### config.mk
export PLATFORM = sky130hd
export DESIGN_NAME = cache_fill_fsm
export DESIGN_NICKNAME = d
export VERILOG_FILES = /design/src/rtl/cache_pkg.sv /design/src/rtl/cache_word_counter.sv /design/src/rtl/cache_fill_fsm.sv
export SDC_FILE = /design/constraint.sdc
export NUM_CORES = 1
export LEC_CHECK = 0
export ABC_AREA = 1
export CORE_ASPECT_RATIO = 1.2
export CORE_MARGIN = 2
export CORE_UTILIZATION = 49
export DETAILED_ROUTE_END_ITERATION = 12
export DONT_BUFFER_PORTS = 1
export SLEW_MARGIN = 30
export SYNTH_ARGS = -nofsm -noshare
export SYNTH_HDL_FRONTEND = slang
export SYNTH_SLANG_ARGS = --single-unit
### constraint.sdc
create_clock -name clk -period 1.65 [get_ports clk]
set_input_delay 0.165 -clock clk [delete_from_list [all_inputs] [get_ports clk]]
set_output_delay 0.165 -clock clk [all_outputs]
set_load 0.01 [all_outputs]
### src/rtl/cache_pkg.sv
// Shared definitions for the cache miss-fill logic.
//
// Contents:
//   WORDS_PER_BLOCK - 16-bit words per cache block (power of two)
//   OFFSET_BITS     - byte-offset bits within a block, log2(WORDS_PER_BLOCK*2)
//   WORD_IDX_BITS   - bits needed to index a word within a block
//   CNT_BITS        - fill counter width; one extra bit so "all issued" is
//                     distinguishable from "last word issued"
//   fill_state_t    - fill FSM states
package cache_pkg;

  localparam int WORDS_PER_BLOCK = 8;
  localparam int OFFSET_BITS     = 4;
  localparam int WORD_IDX_BITS   = $clog2(WORDS_PER_BLOCK);
  localparam int CNT_BITS        = WORD_IDX_BITS + 1;

  typedef enum logic {
    IDLE = 1'b0,
    FILL = 1'b1
  } fill_state_t;

endpackage

### src/rtl/cache_word_counter.sv
// Word counter used by the fill FSM to track issued requests and returned
// words.
//
// Parameters:
//   WIDTH    - counter width in bits (word index bits + 1)
//   TERMINAL - count value at which terminal_o is asserted
//
// Ports:
//   clk        in   rising-edge clock
//   rst        in   synchronous active-high reset, clears the count
//   clr_i      in   synchronous clear (wins over inc_i)
//   inc_i      in   increment by one
//   idx_o      out  low WIDTH-1 bits of the count (word index, wraps naturally)
//   terminal_o out  count equals TERMINAL
module cache_word_counter #(
  parameter int WIDTH    = 4,
  parameter int TERMINAL = 8
) (
  input  logic             clk,
  input  logic             rst,
  input  logic             clr_i,
  input  logic             inc_i,
  output logic [WIDTH-2:0] idx_o,
  output logic             terminal_o
);

  logic [WIDTH-1:0] count_q;
  logic [WIDTH-1:0] count_d;

  always_comb begin
    count_d = count_q;
    if (clr_i) begin
      count_d = '0;
    end else if (inc_i) begin
      count_d = count_q + WIDTH'(1);
    end
  end

  always_ff @(posedge clk) begin
    if (rst) begin
      count_q <= '0;
    end else begin
      count_q <= count_d;
    end
  end

  assign idx_o      = count_q[WIDTH-2:0];
  assign terminal_o = (count_q == WIDTH'(TERMINAL));

endmodule

### src/rtl/cache_fill_fsm.sv
// Cache miss handler in front of a pipelined, byte-addressed 16-bit memory
// with 4-cycle read latency. On a miss it issues one read per cycle for every
// word of the block, writes each returned word into the cache data array in
// order, and writes the tag array together with the last word. Because the
// memory pipelines requests, a fill takes 12 busy cycles.
//
// Optional build macro:
//   CRITICAL_WORD_FIRST_EN - fetch starts at the missed word and wraps around
//                            the block; adds output crit_word_ready, which
//                            pulses when the missed word is written.
//
// Ports:
//   clk               in   rising-edge clock
//   rst               in   synchronous active-high reset (aborts a fill)
//   miss_detected     in   lookup missed; only sampled in IDLE
//   miss_address      in   byte address of the missing access
//   fsm_busy          out  fill in progress (pipeline stall)
//   mem_enable        out  memory read request
//   mem_wr            out  memory write strobe, always 0
//   mem_addr          out  memory byte address (bit 0 always 0)
//   mem_data_valid    in   memory read data valid
//   mem_data_out      in   memory read data
//   write_data_array  out  write one word into the data array
//   write_word_offset out  word index of that write
//   write_data        out  data of that write
//   write_tag_array   out  write tag/valid for the block (last word)
//   fill_block_addr   out  base address of the block being filled
//   crit_word_ready   out  (CRITICAL_WORD_FIRST_EN only) missed word written
module cache_fill_fsm #(
  parameter int ADDR_WIDTH      = 16,
  parameter int WORDS_PER_BLOCK = cache_pkg::WORDS_PER_BLOCK,
  parameter int OFFSET_BITS     = cache_pkg::OFFSET_BITS
) (
  input  logic                               clk,
  input  logic                               rst,
  input  logic                               miss_detected,
  input  logic [ADDR_WIDTH-1:0]              miss_address,
  output logic                               fsm_busy,
  output logic                               mem_enable,
  output logic                               mem_wr,
  output logic [ADDR_WIDTH-1:0]              mem_addr,
  input  logic                               mem_data_valid,
  input  logic [15:0]                        mem_data_out,
  output logic                               write_data_array,
  output logic [$clog2(WORDS_PER_BLOCK)-1:0] write_word_offset,
  output logic [15:0]                        write_data,
  output logic                               write_tag_array,
  output logic [ADDR_WIDTH-1:0]              fill_block_addr
`ifdef CRITICAL_WORD_FIRST_EN
  ,
  output logic                               crit_word_ready
`endif
);

  import cache_pkg::*;

  localparam int IDX_W = $clog2(WORDS_PER_BLOCK);
  localparam int CNT_W = IDX_W + 1;

  // Clears the byte offset within a block, leaving tag + index bits.
  localparam logic [ADDR_WIDTH-1:0] BLOCK_MASK =
    {{(ADDR_WIDTH-OFFSET_BITS){1'b1}}, {OFFSET_BITS{1'b0}}};

  fill_state_t           state_q;
  fill_state_t           state_d;
  logic [ADDR_WIDTH-1:0] fill_block_q;
  logic [ADDR_WIDTH-1:0] fill_block_d;

  logic [IDX_W-1:0]      issue_idx;
  logic [IDX_W-1:0]      ret_idx;
  logic                  issue_done;
  logic                  ret_last;
  logic                  issue_clr;
  logic                  issue_inc;
  logic                  ret_inc;
  logic                  last_beat;

  logic [IDX_W-1:0]      issue_word;
  logic [IDX_W-1:0]      ret_word;
  logic [ADDR_WIDTH-1:0] issue_addr;

`ifdef CRITICAL_WORD_FIRST_EN
  logic [IDX_W-1:0]      start_word_q;
  logic [IDX_W-1:0]      start_word_d;

  // Rotate the fetch order so the missed word comes first; the IDX_W-bit
  // add wraps within the block and never touches the tag bits.
  assign issue_word = issue_idx + start_word_q;
  assign ret_word   = ret_idx + start_word_q;
`else
  assign issue_word = issue_idx;
  assign ret_word   = ret_idx;
`endif

  assign issue_addr = fill_block_q | {{(ADDR_WIDTH-IDX_W-1){1'b0}}, issue_word, 1'b0};

  // Counter control. Both counters are held at zero in IDLE and cleared on
  // the last returned word so the next fill starts from a clean count.
  assign last_beat = (state_q == FILL) && mem_data_valid && ret_last;
  assign issue_clr = (state_q == IDLE) || last_beat;
  assign issue_inc = (state_q == FILL) && !issue_done;
  assign ret_inc   = (state_q == FILL) && mem_data_valid;

  cache_word_counter #(
    .WIDTH    (CNT_W),
    .TERMINAL (WORDS_PER_BLOCK)
  ) u_issue_cnt (
    .clk        (clk),
    .rst        (rst),
    .clr_i      (issue_clr),
    .inc_i      (issue_inc),
    .idx_o      (issue_idx),
    .terminal_o (issue_done)
  );

  cache_word_counter #(
    .WIDTH    (CNT_W),
    .TERMINAL (WORDS_PER_BLOCK - 1)
  ) u_ret_cnt (
    .clk        (clk),
    .rst        (rst),
    .clr_i      (issue_clr),
    .inc_i      (ret_inc),
    .idx_o      (ret_idx),
    .terminal_o (ret_last)
  );

  // Next state and outputs.
  always_comb begin
    state_d           = state_q;
    fill_block_d      = fill_block_q;
`ifdef CRITICAL_WORD_FIRST_EN
    start_word_d      = start_word_q;
    crit_word_ready   = 1'b0;
`endif
    fsm_busy          = 1'b0;
    mem_enable        = 1'b0;
    mem_wr            = 1'b0;
    mem_addr          = '0;
    write_data_array  = 1'b0;
    write_word_offset = '0;
    write_data        = '0;
    write_tag_array   = 1'b0;
    fill_block_addr   = fill_block_q;

    case (state_q)
      IDLE: begin
        if (miss_detected) begin
          state_d      = FILL;
          fill_block_d = miss_address & BLOCK_MASK;
`ifdef CRITICAL_WORD_FIRST_EN
          start_word_d = miss_address[OFFSET_BITS-1:1];
`endif
        end
      end

      FILL: begin
        fsm_busy = 1'b1;
        if (!issue_done) begin
          mem_enable = 1'b1;
          mem_addr   = issue_addr;
        end
        if (mem_data_valid) begin
          write_data_array  = 1'b1;
          write_word_offset = ret_word;
          write_data        = mem_data_out;
`ifdef CRITICAL_WORD_FIRST_EN
          // The first returned word is always the missed one.
          crit_word_ready   = (ret_idx == '0);
`endif
          if (ret_last) begin
            write_tag_array = 1'b1;
            state_d         = IDLE;
          end
        end
      end

      default: begin
        state_d = IDLE;
      end
    endcase

    // Outputs are forced quiet while reset is held, even mid-fill.
    if (rst) begin
      fsm_busy          = 1'b0;
      mem_enable        = 1'b0;
      mem_addr          = '0;
      write_data_array  = 1'b0;
      write_word_offset = '0;
      write_data        = '0;
      write_tag_array   = 1'b0;
      fill_block_addr   = '0;
`ifdef CRITICAL_WORD_FIRST_EN
      crit_word_ready   = 1'b0;
`endif
    end
  end

  always_ff @(posedge clk) begin
    if (rst) begin
      state_q      <= IDLE;
      fill_block_q <= '0;
`ifdef CRITICAL_WORD_FIRST_EN
      start_word_q <= '0;
`endif
    end else begin
      state_q      <= state_d;
      fill_block_q <= fill_block_d;
`ifdef CRITICAL_WORD_FIRST_EN
      start_word_q <= start_word_d;
`endif
    end
  end

endmodule

---- After elaboration in Yosys (flattened, before gate mapping) ----
Cells that the tools add are included.
W data, S select, Z words.
storage, ports and cells
  input bits .............................. 36
  word-level logic and storage cells ...... 43
  output and inout port bits .............. 56
  flip-flop bits (word level) ............. 21
operators by class
  multiplexer cells ....................... 26
  reductions and logical operators ........ 7
  equality and inequality tests ........... 2
  add/subtract/negate cells ............... 2
  bitwise logic cells ..................... 2
operators with widths
  operator               number
  $mux W16               7
  $or A16 B4 Y16         1
  $mux W1                15
  $mux W3                3
  $add A4 B1 Y4 const B  2
  $eq A4 B3 Y1 const B   1
  $eq A4 B4 Y1 const B   1
  $logic_and A1 B1 Y1    3
  $pmux W1 S2            1
  $reduce_and A2 Y1      1
  $reduce_or A2 Y1       1
  $logic_not A1 Y1       1
  $logic_or A1 B1 Y1     1
  $not A1 Y1             1

---- Longest topological paths before layout ----
Gate-level depths: netlist of run 1.
  depth in word-level cells ............... 5
  mapped depth ............................ 7
  gate-level depth less buffers ........... 7

---- Cells and area by module ----
Synthesis of run 1 repeated with hierarchy kept, for this count alone.
second synthesis, totals
  cells, all modules ...................... 242
  area, all modules ....................... 1382.6 µm²
by module, submodules not included
  module                             cells each  area an instance (µm²)  instances  seq. area each (µm²)
  cache_fill_fsm                     185         969.7                   1          260.2
  cache_word_counter at u_issue_cnt  30          216.5                   1          80.1
  cache_word_counter at u_ret_cnt    27          196.4                   1          80.1

---- Worst setup path after synthesis of run 1 ----
OpenSTA, ideal clock, no wires.
  path kind ............................... register to output
  from .................................... register u_issue_cnt.count_q[0]
  to ...................................... output mem_addr[10]
  buffers on the path ..................... 1
  required time ........................... 1.485 ns
  path slack .............................. 0.415 ns
  stages on the path, launching flop included .. 7
  arrival ................................. 1.070 ns
  path through ............................ dfxtp_1 > inv_1 > ha_1 > nand3_2 > nand2_4 > buf_8 > nor2_4
on the way
  longest elaborated chain between the ends .. 4
RTL lines
  element                 RTL line                  text
  from (decl)             cache_word_counter.sv:27  logic [WIDTH-1:0] count_q;
  from (signal assigned)  cache_word_counter.sv:43  count_q <= count_d;
  $eq A4 B4 Y1            cache_word_counter.sv:48  assign terminal_o = (count_q == WIDTH'(TERMINAL));
  $mux W16                cache_fill_fsm.sv:159     if (!issue_done) begin
  $mux W16                cache_fill_fsm.sv:146     case (state_q)
  $mux W16                cache_fill_fsm.sv:184     if (rst) begin
  to (decl)               cache_fill_fsm.sv:41      output logic [ADDR_WIDTH-1:0] mem_addr,
Every way passes these cells.

---- Worst setup path after layout of run 1 ----
  from .................................... register state_q
  to ...................................... output write_tag_array
on the way
  longest elaborated chain between the ends .. 2
RTL lines
  element                 RTL line               text
  from (decl)             cache_fill_fsm.sv:64   fill_state_t state_q;
  from (signal assigned)  cache_fill_fsm.sv:207  state_q <= state_d;
  $mux W1                 cache_fill_fsm.sv:146
  $mux W1                 cache_fill_fsm.sv:184
  to (decl)               cache_fill_fsm.sv:47   output logic write_tag_array,
Every way passes these cells.

==> results.json, run 1 <==
{
  "num_rows": 21,
  "cts_buffer_depth": 2,
  "place.gp.congestion": 0.6907,
  "ys_warn_count": 0,
  "initial_core_util_pct": 51.12,
  "finalClockSkew_ps": 1.320,
  "port_buffers": 0,
  "wl_per_cell_um": 11.88,
  "combPwrFrac_pct": 23.6,
  "clk_pin_slew_ps": 110,
  "syn_inst": 196,
  "htreeDepth": 1,
  "report.final.slew_viol_count": 0,
  "wl_um": 2755,
  "design.die.area_um2": 3355,
  "viasPerCell": 4.776,
  "ys_types": 25,
  "synth_top_area_share_pct": 29.53,
  "drv_cap": 0,
  "n_fill_cell": 283,
  "grt_pass1_wl_um": 4257,
  "status": "complete, no violations",
  "syn_area_um2": 1424,
  "hold_viol": 0,
  "synth.top_cells.by_area": "dfxtp_1, nor2_4, inv_1, nor2_1, a21oi_1",
  "drc": 0,
  "dp_hpwl_um": 2059,
  "fmax_ghz": 0.6373,
  "cts_tree": "done",
  "seq_power_share_pct": 53.2,
  "cp.arrival_ps": 1400,
  "coreArea_um2": 2785,
  "num_vias": 1108,
  "tns_ps": 0,
  "switchingPower_uw": 341.5,
  "drive_above_1_share_pct": 23.23,
  "setup_viol": 0,
  "cp-start-kind": "flop",
  "min_path_cells": 2,
  "die_x_um": 53.21,
  "clock_sinks": 21,
  "fin_crit_sh_pct": 95.09,
  "grt_pass1_vias": 1003,
  "yosys.area.top_type": "dfxtp_1",
  "p_per_area_nw_per_um2": 688.1,
  "final_cell_mix": "inv_1, nor2_1, nor2_4, dfxtp_1, nand2_1",
  "switching_share_pct": 32.90,
  "total_leakage_power_uw": 0.0006057,
  "grt_max_degree": 26,
  "cp_max_fo": 6,
  "antenna_cells": 0,
  "hold_class": "in -> reg",
  "clock-root-buffer": "clkbuf_4",
  "io_pins": 92,
  "critical_path_class": "reg -> out",
  "numCtsBuffers": 3,
  "layout_commonest_cell": "inv_1",
  "required_ps": 1480,
  "clk_latency_ps": 290,
  "grt_overflow": 0,
  "seq_area_frac_synth_pct": 29.53,
  "drt-initial-drc-count": 14,
  "areaGrowthSynthToFinish_pct": 5.976,
  "die_y_um": 63.05,
  "clkPwrFrac_pct": 23.2,
  "final_util_pct": 54.18,
  "cp-end-kind": "output pin",
  "antenna_found_initial": 0,
  "nNetsFinal": 238,
  "worstRegToRegCells": 7,
  "dr.pass1.iters": 3,
  "p_int_uw": 696.7,
  "rsz0062_at_grt": "true",
  "grt_usage_pct": 16.71,
  "ir_drop_uv": 410.2,
  "layout_min_cycle_time_ps": 1569,
  "ant_nets": 0,
  "syn_avg_cell_area_um2": 7.265,
  "yosys_register_bits": 21
}
-- flip-flops by register name, indices dropped and copies added, names as in the netlist --
name                 flops
u_ret_cnt.count_q        4
state_q                  1
u_issue_cnt.count_q      4
fill_block_q            12
-- area by class of cell --
| type | instances | area (um^2) | area share [%] |
|---|---|---|---|
| Multi-Input combinational cell | 123 | 809.5 | 53.65 |
| Sequential cell | 21 | 422.9 | 28.03 |
| Inverter | 46 | 175.2 | 11.61 |
| Clock buffer | 4 | 26.28 | 1.741 |
| Tap cell | 34 | 42.54 | 2.819 |
| Timing Repair Buffer | 4 | 32.53 | 2.156 |
-- through the flow --
stage	instances	hold WS (ps)	setup slack (ps)	instance area [um^2]	total power, uW
final	232	33.28	80.98	1509	1038
after global routing	232	25.97	-18.03	1509	1105
after CTS	231	19.65	-13.34	1488	1048
after detailed placement	224	244.6	219.1	1386	783.8
after global placement	224	243.0	249.3	1386	777.2
after floorplan	201	340.9	415.4	1443	782.9
-- worst paths after layout --
kind                                 end              startpoint  slack (ps)
setup / recovery         write_tag_array                 state_q          80
hold / removal          fill_block_q[13]        miss_address[13]          30
setup reg to reg  u_issue_cnt.count_q[2]  u_issue_cnt.count_q[0]         230
hold reg to reg   u_issue_cnt.count_q[0]  u_issue_cnt.count_q[0]         500
-- critical path: stages (launching register included) --
cell and delay [ps]:
dfxtp_2 410, inv_2 70, nor2_4 190, buf_4 180
inv_1 70, nor2_1 190
-- cells by family after synthesis --
| logic type | after synthesis | share of synthesized area (%) |
|---|---|---|
| other | 1 | 0.2634 |
| adders and majority gates | 3 | 2.636 |
| DFF | 21 | 29.53 |
| buffers and inverters | 58 | 19.77 |
| AOI/OAI and AO/OA | 26 | 10.72 |
| and+or+nand+nor | 86 | 36.47 |
| xor gates and xnor gates | 1 | 0.6152 |
-- power groups by stage --
| stage | registers, uW | clock network, uW | logic [uW] |
|---|---|---|---|
| 2_1_floorplan | 560 | 0 | 223 |
| 3_3_place_gp | 563 | 0 | 214 |
| 3_5_place_dp | 564 | 0 | 220 |
| 4_1_cts | 553 | 255 | 240 |
| 5_1_grt | 557 | 279 | 270 |
| 6_report | 553 | 241 | 245 |
-- timing repair --
item | CTS | global route
hold buffers | 1 | 0
cloned | 1 | 0
resized for setup | 10 | 4
setup endpoints to repair | 23 | 24
hold endpoints to repair | 6 | 0
pin swaps | 2 | 3
setup buffers | 1 | 1
-- cell usage after synthesis, drive strengths merged --
library cell and n:
nor2 59, inv 46, dfxtp 21, nand2 18, a21oi 12, buf 12
o21ai 9, a211oi 5, nand3 5, ha 3, nand4 2, nor3 2
conb 1, xor2 1
-- layer usage --
layer	routed length [um]	vias up	track usage, %
li1	-	584	-
met1	1186	489	21.60
met2	1421	33	27.31
met3	135	2	2.844
met4	11	0	5.769
met5	0	-	0
No activity file was read; power rests on OpenSTA's default activity.
==> inputs of run 2 (changes only) <==
Settings changed: HOLD_SLACK_MARGIN from default to 0.15, RECOVER_POWER from default to 100.
==> run 2 against run 1 <==
Compared with the run above:
- non-clock buffer count increased by 13
- critical path type unchanged
- maximum frequency increased by 0.16%
- first-iteration DRC count decreased by 21%
==> results.json, run 2 (same netlist as run 1, synthesis figures left out) <==
{
  "num_vias": 1164,
  "reg2reg_from": "state_q",
  "largest_reg_flops": 12,
  "p_per_area_nw_per_um2": 655.7,
  "antenna_cells": 0,
  "io_pins": 92,
  "status": "complete, no violations",
  "die_y_um": 63.05,
  "largestRegisters": "fill_block_q (12), u_issue_cnt.count_q (4), u_ret_cnt.count_q (4)",
  "fmax_ghz": 0.6383,
  "initial_core_util_pct": 51.12,
  "critical_path_class": "reg -> out",
  "dr.pass1.iters": 4,
  "wl_um": 3086,
  "htreeDepth": 1,
  "dr_wl_met2_um": 1627,
  "grt_overflow": 0,
  "cp-startpoint": "u_issue_cnt.count_q[0]",
  "port_buffers": 0,
  "placed_cells": 224,
  "drt-initial-drc-count": 11,
  "place.gp.congestion": 0.6907,
  "worstRegToRegCells": 4,
  "viasPerCell": 4.751,
  "min_to": "state_q",
  "setup_viol": 0,
  "tns_ps": 0,
  "report.final.slew_viol_count": 0,
  "clock_sinks": 21,
  "dr.max_layer_used": "met4",
  "clock-root-buffer": "clkbuf_4",
  "layout_min_cycle_time_ps": 1567,
  "drc": 0,
  "multiInputGateArea_um2": 797.0,
  "design.die.area_um2": 3355,
  "finalClockSkew_ps": 1.877,
  "r2r_slack_ps": 130,
  "tightest_slew_ps": 789.7,
  "grt_usage_pct": 18.18,
  "drive_above_1_share_pct": 19.43,
  "nNetsFinal": 251,
  "cp.arrival_ps": 1400,
  "die_x_um": 53.21,
  "cp-start-kind": "flop",
  "n_fill_cell": 275,
  "dp_hpwl_um": 2059,
  "cp-end-kind": "output pin",
  "numCtsBuffers": 3,
  "cp_max_fo": 7,
  "total_leakage_power_uw": 0.0006593,
  "wl_met1_um": 1297,
  "areaGrowthSynthToFinish_pct": 13.97,
  "fin_cells": 245,
  "clk_pin_slew_ps": 110,
  "cts_tree": "done",
  "min_path_cells": 3,
  "clk_latency_ps": 300,
  "reg2reg_to": "fill_block_q[6]",
  "fin_crit_sh_pct": 94.95,
  "post_dp_cell_area_um2": 1386,
  "postLayoutCellArea_um2": 1623,
  "hold_class": "in -> reg",
  "ir_drop_uv": 431.6,
  "drv_cap": 0,
  "grt_pass1_vias": 1082,
  "slew_headroom_pct": 47.23,
  "grt_pass1_wl_um": 4602,
  "wl_met3_um": 136,
  "seqCellArea_um2": 422.9,
  "coreArea_um2": 2785,
  "holdWs_ps": 326.5,
  "min_from": "mem_data_valid",
  "num_rows": 21,
  "cts_buffer_depth": 2,
  "required_ps": 1480,
  "layout_commonest_cell": "inv_1",
  "rsz0062_at_grt": "true",
  "final_cell_mix": "inv_1, nor2_1, nor2_4, dfxtp_1, nand2_1",
  "grt_max_degree": 26,
  "top_register": "fill_block_q",
  "hold_viol": 0,
  "wl_per_cell_um": 12.60,
  "antenna_found_initial": 0,
  "ant_nets": 0
}
-- run 2: worst max path at each step --
stage / to / slack (ps) / depth (start not counted)
3_5_place_dp: mem_addr[1] / 220 / 5
5_1_grt: write_data[1] / -20 / 4
4_1_cts: write_tag_array / -10 / 5
2_1_floorplan: mem_addr[10] / 420 / 6
6_report: mem_addr[5] / 80 / 5
3_3_place_gp: mem_addr[5] / 250 / 5
-- run 2: metrics by stage --
step / setup slack [ps] / util, % / power, uW
after floorplan: 415.4 / - / 782.9
after global placement: 249.3 / 49.78 / 777.2
after detailed placement: 219.1 / 49.78 / 783.8
after CTS: -13.34 / 58.09 / 1073
after global routing: -18.03 / 58.27 / 1128
final: 83.40 / 58.27 / 1064
-- run 2: worst max-delay path: stages (launching register included) --
cell     delay (ps)
dfxtp_2         360
inv_1            90
ha_1            240
nand3_4         140
nand2_8         130
nor2_4          140
-- run 2: timing repair --
item | CTS | global route
gates resized for setup | 10 | 3
gates cloned | 1 | 0
endpoints found under the hold margin | 15 | 0
endpoints found under the setup margin | 23 | 24
pin swaps | 2 | 1
hold buffers | 14 | 0
buffers inserted | 1 | 1
-- run 2: layout make-up --
cell class	count	share of cell area, %
multi-input cells	123	49.11
flip-flops and latches	21	26.06
well taps	34	2.621
clock buffers	4	1.619
repair buffers	17	9.792
inverters	46	10.79
-- run 2: where the power goes --
group	total, uW	internal, uW	switching (uW)
combinational	268	80.9	187
sequential	553	539	13.5
clock	244	94.2	149
total	1060	714	350
-- run 2: routing by layer --
metal,GRT usage (%),vias to the layer above
met5,0,-
met4,5.769,0
met3,3.318,4
met2,31.33,34
met1,22.04,518
li1,-,608
